==> src/rtl/mem_master_pkg.sv <==
// rtl/mem_master_pkg.sv - shared state encoding and default widths for mem_master
package mem_master_pkg;

    localparam int ADDR_W_DEF = 2;
    localparam int DATA_W_DEF = 8;

    typedef enum logic [2:0] {
        ST_IDLE,
        ST_WRITE,
        ST_READ,
`ifdef MEM_MASTER_READBACK_EN
        ST_VERIFY,
`endif
        ST_RESP
    } state_t;

endpackage

==> src/rtl/mem_master.sv <==
// rtl/mem_master.sv - single-request memory master FSM; MEM_MASTER_READBACK_EN adds store read-back check
module mem_master
    import mem_master_pkg::*;
#(
    parameter int ADDR_W = ADDR_W_DEF,
    parameter int DATA_W = DATA_W_DEF
) (
    input  logic              clk,
    input  logic              rst,
    input  logic              req_valid,
    output logic              req_ready,
    input  logic              req_write,
    input  logic [ADDR_W-1:0] req_addr,
    input  logic [DATA_W-1:0] req_wdata,
    output logic              rsp_valid,
    input  logic              rsp_ready,
    output logic [DATA_W-1:0] rsp_rdata,
    output logic              rsp_err,
    output logic              mem_we,
    output logic [ADDR_W-1:0] mem_addr,
    output logic [DATA_W-1:0] mem_wdata,
    input  logic [DATA_W-1:0] mem_rdata,
    output logic              busy
);

    state_t            state_q;
    state_t            state_d;
    logic [ADDR_W-1:0] addr_q;
    logic [DATA_W-1:0] wdata_q;
    logic [DATA_W-1:0] rdata_q;
`ifdef MEM_MASTER_READBACK_EN
    logic              err_q;
`endif

    always_ff @(posedge clk) begin
        if (rst) begin
            state_q <= ST_IDLE;
            addr_q  <= '0;
            wdata_q <= '0;
            rdata_q <= '0;
`ifdef MEM_MASTER_READBACK_EN
            err_q   <= 1'b0;
`endif
        end else begin
            state_q <= state_d;
            case (state_q)
                ST_IDLE: begin
                    if (req_valid) begin
                        addr_q  <= req_addr;
                        wdata_q <= req_wdata;
`ifdef MEM_MASTER_READBACK_EN
                        err_q   <= 1'b0;
`endif
                    end
                end
`ifdef MEM_MASTER_READBACK_EN
                ST_VERIFY: begin
                    rdata_q <= mem_rdata;
                    err_q   <= (mem_rdata != wdata_q);
                end
`else
                // Without read-back the store response simply echoes the written data.
                ST_WRITE: rdata_q <= wdata_q;
`endif
                ST_READ:  rdata_q <= mem_rdata;
                default: ;
            endcase
        end
    end

    always_comb begin
        state_d = state_q;
        mem_we  = 1'b0;
        case (state_q)
            ST_IDLE: begin
                if (req_valid) begin
                    state_d = req_write ? ST_WRITE : ST_READ;
                end
            end
            ST_WRITE: begin
                mem_we = 1'b1;
`ifdef MEM_MASTER_READBACK_EN
                state_d = ST_VERIFY;
`else
                state_d = ST_RESP;
`endif
            end
            ST_READ: state_d = ST_RESP;
`ifdef MEM_MASTER_READBACK_EN
            ST_VERIFY: state_d = ST_RESP;
`endif
            ST_RESP: begin
                if (rsp_ready) begin
                    state_d = ST_IDLE;
                end
            end
            default: state_d = ST_IDLE;
        endcase
    end

    assign req_ready = (state_q == ST_IDLE);
    assign busy      = (state_q != ST_IDLE);
    assign rsp_valid = (state_q == ST_RESP);
    assign rsp_rdata = rdata_q;
    assign mem_addr  = addr_q;
    assign mem_wdata = wdata_q;
`ifdef MEM_MASTER_READBACK_EN
    assign rsp_err   = err_q;
`else
    assign rsp_err   = 1'b0;
`endif

endmodule

==> config.mk <==
export PLATFORM = sky130hd
export DESIGN_NAME = mem_master
export DESIGN_NICKNAME = d
export VERILOG_FILES = /design/src/rtl/mem_master_pkg.sv /design/src/rtl/mem_master.sv
export SDC_FILE = /design/constraint.sdc
export NUM_CORES = 1
export LEC_CHECK = 0
export CORE_MARGIN = 5
export CORE_UTILIZATION = 26
export CTS_CLUSTER_SIZE = 24
export DETAILED_ROUTE_END_ITERATION = 16
export PLACE_DENSITY = 0.61
export SLEW_MARGIN = 20
export SYNTH_ARGS = -nofsm -noshare
export SYNTH_HDL_FRONTEND = slang
export SYNTH_SLANG_ARGS = --single-unit
==> constraint.sdc <==
create_clock -name clk -period 1.75 [get_ports clk]
set_input_delay 0.2625 -clock clk [delete_from_list [all_inputs] [get_ports clk]]
set_output_delay 0.2625 -clock clk [all_outputs]
set_load 0.005 [all_outputs]
==> results.yml, run 1 <==
timing:
  finalHoldViolations: 0
  setup_slack_ns: 0.0968
  minimum_clock_period_after_layout_ns: 1.65
  final_min_period_over_clock_period_pct: 94.5
  setup_viol_count_final: 0
  maxSlewViolCount: 0
  setup_total_negative_slack_ns: 0
  setup_repair_after_global_routing_missed_its_margin: "false"
  timing.hold.ws_ns: 0.469
  worst_clock_skew_ns: 0.00237
  peak_freq_ghz: 0.605
hold_path:
  hold_path.class: "reg2reg"
drt:
  ant_nets: 0
  detailroute.via_count: 846
  drt_pre_antenna_iters: 4
  drt_drc_violations_left: 0
  detail_route.iter0.violations: 37
  wl_per_cell_um: 12.4
  wirelength_mm: 2.44
  viasPerCell: 4.29
die:
  placeableCoreArea_sq_um: 3340
  dieArea_sq_um: 4750
  dieWidth_um: 68.9
  design.portCount: 46
  die_h_um: 68.9
  initial_utilization_pct: 27.0
  std_cell_rows: 21
setup_path:
  crit_type: "reg2out"
  start_kind: "flop"
  cp.arrival_ns: 1.39
  timing.critical_path.slowest_stage_cell: "sky130_fd_sc_hd__clkdlybuf4s50_1"
  critical_path.endpoint_type: "output port"
  critPathMaxFanout: 3
  cp.required_ns: 1.49
  worstPathCellList: "inv_2 > ha_4 > clkdlybuf4s50_1"
  timing.critical_path.slowest_cell_delay_ns: 0.49
yosys:
  syn-num-nets: 132
  post_synth_fa_ha_maj_area_fraction_pct: 8.32
  yosys.area_share.simple_pct: 15.1
  synth_compound_gate_area_share_pct: 15.8
  mappedNetlistArea_sq_um: 902
  synth.top_cells.by_area: "sky130_fd_sc_hd__dfxtp_1, sky130_fd_sc_hd__mux2i_1, sky130_fd_sc_hd__nand2_1"
  ys_warn_count: 0
  post-synth-top-area-fraction_pct: 44.4
  synth.yosys.seq_area_share_pct: 44.4
  synth_top_cell_by_area: "sky130_fd_sc_hd__dfxtp_1"
  synth_seq_cells: 20
  proportion_of_synthesized_area_in_mux_cells_pct: 8.88
  synthesis.area_per_instance_sq_um: 8.76
  combinational_family_with_the_most_area_after_synthesis: "compound AO/OA/AOI/OAI gates"
  syn_inst: 103
  synthDistinctLibCells: 16
  synth-xor-area-share_pct: 0
finish:
  area_growth_syn_to_layout_pct: 64.5
  footprint_of_the_multi_input_gates_sq_um: 453
  num-fill-cells: 344
  fin_nets: 181
  seqCellArea_sq_um: 405
  fraction_of_final_layout_cells_sized_beyond_drive_strength_1_pct: 11.3
  diodes: 0
global_route:
  grt_overflow: 0
  grt_max_degree: 19
  grt_pass1_wl_mm: 3.83
  grt_antenna_before_repair: 0
  global_route.usage.total_pct: 10.9
  vias_in_the_first_global_route: 881
clock_network:
  cts-root-buf: "sky130_fd_sc_hd__clkbuf_4"
  tritoncts: "built"
  post_cts_hold_buffer_count: 0
  clock_tree.htree_level_count: 1
  worstSkewPairLatency_ns: 0.30
  cts_max_path_buffers: 2
  cts.clk_slew.worst_paths_ns: 0.12
  tritoncts_num_sinks: 20
  cts_made_buffers: 3
pwr:
  static-leakage-power_uw: 0.000602
  peakVddDrop_mv: 0.586
  p_per_area_nw_per_um2: 1480
  power_uw: 2190
place:
  pre_cts_slack_ns: 0.174
  portBuffers: 44
  globalplace.congestion: 0.772
flow_run:
  number_of_maximum_capacitance_constraint_violations: 0
run_status:
  outcome: "complete, no violations"
cells in the mapped netlist:
cell type	n
sky130_fd_sc_hd__inv_1	4
sky130_fd_sc_hd__buf_4	3
sky130_fd_sc_hd__nand3_1	1
sky130_fd_sc_hd__conb_1	1
sky130_fd_sc_hd__dfxtp_1	20
sky130_fd_sc_hd__nand2_1	21
sky130_fd_sc_hd__and2_1	1
sky130_fd_sc_hd__a211oi_1	8
sky130_fd_sc_hd__a21oi_1	13
sky130_fd_sc_hd__nor2_1	9
sky130_fd_sc_hd__nand2b_1	2
sky130_fd_sc_hd__mux2i_1	8
sky130_fd_sc_hd__ha_1	6
sky130_fd_sc_hd__o2bb2ai_1	2
sky130_fd_sc_hd__buf_6	1
sky130_fd_sc_hd__buf_2	3
metal layers:
layer  share of wire [%]  track usage, %  vias to the layer above
met4                 1.4            5.84                        0
met5                   0               0                        -
li1                    -               -                      439
met2                  49            17.7                       31
met1                  43            13.4                      374
met3                 7.0            2.11                        2
cell type report:
cell class / count / area share (%)
clock buffer: 3 / 1.52
inverter: 4 / 1.01
timing repair buffer: 51 / 33.7
clock inverter: 1 / 2.02
sequential: 20 / 27.3
multi-input combinational: 72 / 30.5
tap: 46 / 3.88
cells by family after synthesis:
logic type	Yosys count
other	1
adder cells (fa/ha/maj)	6
multiplexers	8
AND/OR/NAND/NOR	34
buffers and inverters	11
flip-flops	20
AO/OA/AOI/OAI	23
flip-flops by register name, summed over array words and instances (netlist names):
signal,cells
mem_wdata,8
rsp_rdata,8
mem_addr,2
state_q,2
worst max-delay path: cells and delay by family (launching register included):
| family | cells | cell delay, ns |
|---|---|---|
| flip-flops | 1 | 0.37 |
| adder cells (fa/ha/maj) | 1 | 0.14 |
| buffers and inverters | 2 | 0.57 |
metrics by stage:
step,std cells,utilization (%),instance area (sq um)
detailed placement,188,40.9,1370
finish,197,44.5,1480
global placement,188,40.9,1370
global route,197,44.5,1480
floorplan,103,-,902
CTS,194,43.3,1440
power by group:
group	internal (uW)	total [uW]	leakage (uW)	switching (uW)
combinational	620	1120	0.000409	501
clock	231	379	0.0000279	147
sequential	605	693	0.000166	87.7
cell usage in the layout (no fill, tap or decap), drive strengths merged:
| cell type | instances |
|---|---|
| ha | 6 |
| conb | 1 |
| clkbuf | 3 |
| bufinv | 1 |
| clkdlybuf4s50 | 41 |
| buf | 7 |
| and2 | 1 |
| a211oi | 8 |
| nand2 | 21 |
| nand2b | 2 |
| o2bb2ai | 2 |
| mux2i | 8 |
| nand3 | 1 |
| nor2 | 9 |
| dlymetal6s2s | 3 |
| a21oi | 13 |
| inv | 4 |
| dfxtp | 20 |
timing repair:
| action | 4_1_cts | 5_1_grt |
|---|---|---|
| endpoints found under the hold margin | 0 | 0 |
| pin swaps | 0 | 2 |
| setup buffers | 2 | 3 |
| endpoints found under the setup margin | 2 | 2 |
| resized for setup | 5 | 6 |
path summary, 6_finish.rpt:
path	to	slack, ns	startpoint	depth (start not counted)
worst max-delay path	req_ready	0.1	state_q[0]	3
worst min-delay path	mem_addr[1]	0.47	mem_addr[1]	2
worst max register to register	rsp_rdata[6]	0.35	state_q[1]	4
worst min register to register	mem_addr[1]	0.47	mem_addr[1]	2
Power figures use the tool's default switching activity.
==> inputs of run 2 (changes only) <==
--- a/config.mk
+++ b/config.mk
@@ -5,11 +5,12 @@
 export SDC_FILE = /design/constraint.sdc
 export NUM_CORES = 1
 export LEC_CHECK = 0
+export CORE_ASPECT_RATIO = 1.2
 export CORE_MARGIN = 5
-export CORE_UTILIZATION = 26
+export CORE_UTILIZATION = 38
 export CTS_CLUSTER_SIZE = 24
 export DETAILED_ROUTE_END_ITERATION = 16
-export PLACE_DENSITY = 0.61
+export PLACE_DENSITY = 0.82
 export SLEW_MARGIN = 20
 export SYNTH_ARGS = -nofsm -noshare
 export SYNTH_HDL_FRONTEND = slang
==> run 2 against run 1 <==
Net effect:
- largest cell class unchanged
- non-clock buffer count decreased by 3
- largest power group unchanged
- worst hold slack lost 0.0043 ns
- global-route usage is 4.2 points higher
- fmax decreased by 3.5%
- via count increased by 1.4%
- critical path type unchanged
- clock skew is 0.0041 ns higher
- first-iteration DRC count is 76% lower
- worst setup slack got worse by 0.060 ns
- utilization increased by 19 points
- critical path depth did not move
- flip-flop and latch count unchanged
- final cell count fell by 9.1%
==> results.yml, run 2 (synthesis results as in run 1) <==
place:
  portBuffers: 44
  dp_cells: 172
  dpl.hpwl_mm: 1.84
  globalplace.congestion: 0.727
setup_path:
  cp.arrival_ns: 1.45
  critPathMaxFanout: 4
  start_kind: "flop"
  critPathCapture: "mem_we"
  r2r_depth: 5
  reg2reg_slack_ns: 0.23
  rr_startpoint: "state_q[1]"
  crit_type: "reg2out"
  worstReg2RegEnd: "rsp_rdata[3]"
  cp.required_ns: 1.49
  critical_path.endpoint_type: "output port"
  crit_start: "state_q[0]"
clock_network:
  cts_made_buffers: 3
  clock_tree.htree_level_count: 1
  cts-root-buf: "sky130_fd_sc_hd__clkbuf_4"
  post_cts_hold_buffer_count: 0
  tritoncts: "built"
  worstSkewPairLatency_ns: 0.30
  cts.clk_slew.worst_paths_ns: 0.12
  cts_max_path_buffers: 2
  tritoncts_num_sinks: 20
global_route:
  global_route.usage.total_pct: 15.1
  vias_in_the_first_global_route: 802
  grt_antenna_before_repair: 0
  grt_max_degree: 19
  grt_overflow: 0
  grt_pass1_wl_mm: 3.93
drt:
  route.layer.met1.wl_mm: 1.06
  detailroute.via_count: 858
  detail_route.iter0.violations: 9
  viasPerCell: 4.79
  ant_nets: 0
  drt_drc_violations_left: 0
  wl_per_cell_um: 13.9
  met3_wirelength_um: 192
  wl_met2_mm: 1.22
  routed.top_layer: "met4"
  wirelength_mm: 2.49
  drt_pre_antenna_iters: 4
pwr:
  peakVddDrop_mv: 0.736
  p_per_area_nw_per_um2: 1490
  static-leakage-power_uw: 0.000570
finish:
  fraction_of_final_layout_cells_sized_beyond_drive_strength_1_pct: 10.1
  stdcell_count: 179
  area_growth_syn_to_layout_pct: 59.9
  layout_commonest_cell: "sky130_fd_sc_hd__clkdlybuf4s50_1"
  layout_common_cells: "sky130_fd_sc_hd__clkdlybuf4s50_1, sky130_fd_sc_hd__nand2_1, sky130_fd_sc_hd__dfxtp_1"
  fin_nets: 178
  diodes: 0
die:
  initial_utilization_pct: 39.5
  die_h_um: 63.4
  dieWidth_um: 54.5
  std_cell_rows: 19
  dieArea_sq_um: 3450
  design.portCount: 46
  placeableCoreArea_sq_um: 2280
run_status:
  outcome: "complete, no violations"
hold_path:
  hold_start: "mem_addr[1]"
  hold_path.class: "reg2reg"
timing:
  finalHoldViolations: 0
  peak_freq_ghz: 0.584
  setup_viol_count_final: 0
  worst_clock_skew_ns: 0.00652
  maxSlewViolCount: 0
  setup_total_negative_slack_ns: 0
  minimum_clock_period_after_layout_ns: 1.71
  final_min_period_over_clock_period_pct: 97.9
flow_run:
  number_of_maximum_capacitance_constraint_violations: 0
## run 2: cell types whose count changed in the layout (fill, tap and decap cells not counted)
cell,change
sky130_fd_sc_hd__clkdlybuf4s50_1,+1
sky130_fd_sc_hd__dlymetal6s2s_1,-1
sky130_fd_sc_hd__buf_4,-3
sky130_fd_sc_hd__ha_2,+1
sky130_fd_sc_hd__ha_1,-1
## run 2: repair_timing
item | 4_1_cts | 5_1_grt
setup buffers | 3 | 0
gates resized for setup | 5 | 6
pin swaps | 0 | 1
setup endpoints to repair | 2 | 3
## run 2: how the worst min path moves through the flow
| stage | cells past startpoint | end | slack, ns |
|---|---|---|---|
| 2_1_floorplan | 2 | mem_addr[0] | 0.40 |
| 6_report | 2 | mem_addr[1] | 0.46 |
| 4_1_cts | 2 | mem_addr[1] | 0.47 |
| 5_1_grt | 3 | mem_wdata[7] | 0.48 |
| 3_3_place_gp | 2 | mem_addr[1] | 0.45 |
| 3_5_place_dp | 2 | mem_addr[1] | 0.45 |
## run 2: per-stage QoR
step | power [uW] | hold WS (ns) | utilization (%) | cell area, sq um | setup slack [ns]
5_1_grt | 2310 | 0.479 | 63.2 | 1440 | -0.000520
3_5_place_dp | 1700 | 0.450 | 58.7 | 1340 | 0.181
4_1_cts | 2140 | 0.467 | 62.4 | 1430 | 0.00146
6_report | 2140 | 0.464 | 63.2 | 1440 | 0.0370
2_1_floorplan | 1270 | 0.398 | - | 902 | 0.414
3_3_place_gp | 1660 | 0.448 | 58.7 | 1340 | 0.248
## run 2: metal layers
| layer | vias up | track usage [%] |
|---|---|---|
| met1 | 387 | 18.7 |
| li1 | 436 | - |
| met3 | 2 | 3.07 |
| met5 | - | 0 |
| met2 | 33 | 25.3 |
| met4 | 0 | 4.67 |
## run 2: worst max-delay path, stage by stage, from the launching register on
cell and delay [ns]:
sky130_fd_sc_hd__dfxtp_4 0.36, sky130_fd_sc_hd__buf_4 0.14, sky130_fd_sc_hd__ha_1 0.19, sky130_fd_sc_hd__clkdlybuf4s50_1 0.46
## run 2: final cells by class
class | count | area (sq um)
flip-flops and latches | 20 | 405
multi-input cells | 72 | 455
clock buffers | 3 | 22.5
inverters | 4 | 15.0
fillers | 204 | 840
clock inverters | 1 | 30.0
well taps | 31 | 38.8
repair buffers | 48 | 475
## run 2: power by group
| part | internal [uW] | total, uW | switching (uW) | leakage [uW] |
|---|---|---|---|---|
| clock network | 231 | 376 | 144 | 0.0000279 |
| registers | 605 | 686 | 81.2 | 0.000166 |
| logic | 586 | 1080 | 496 | 0.000376 |
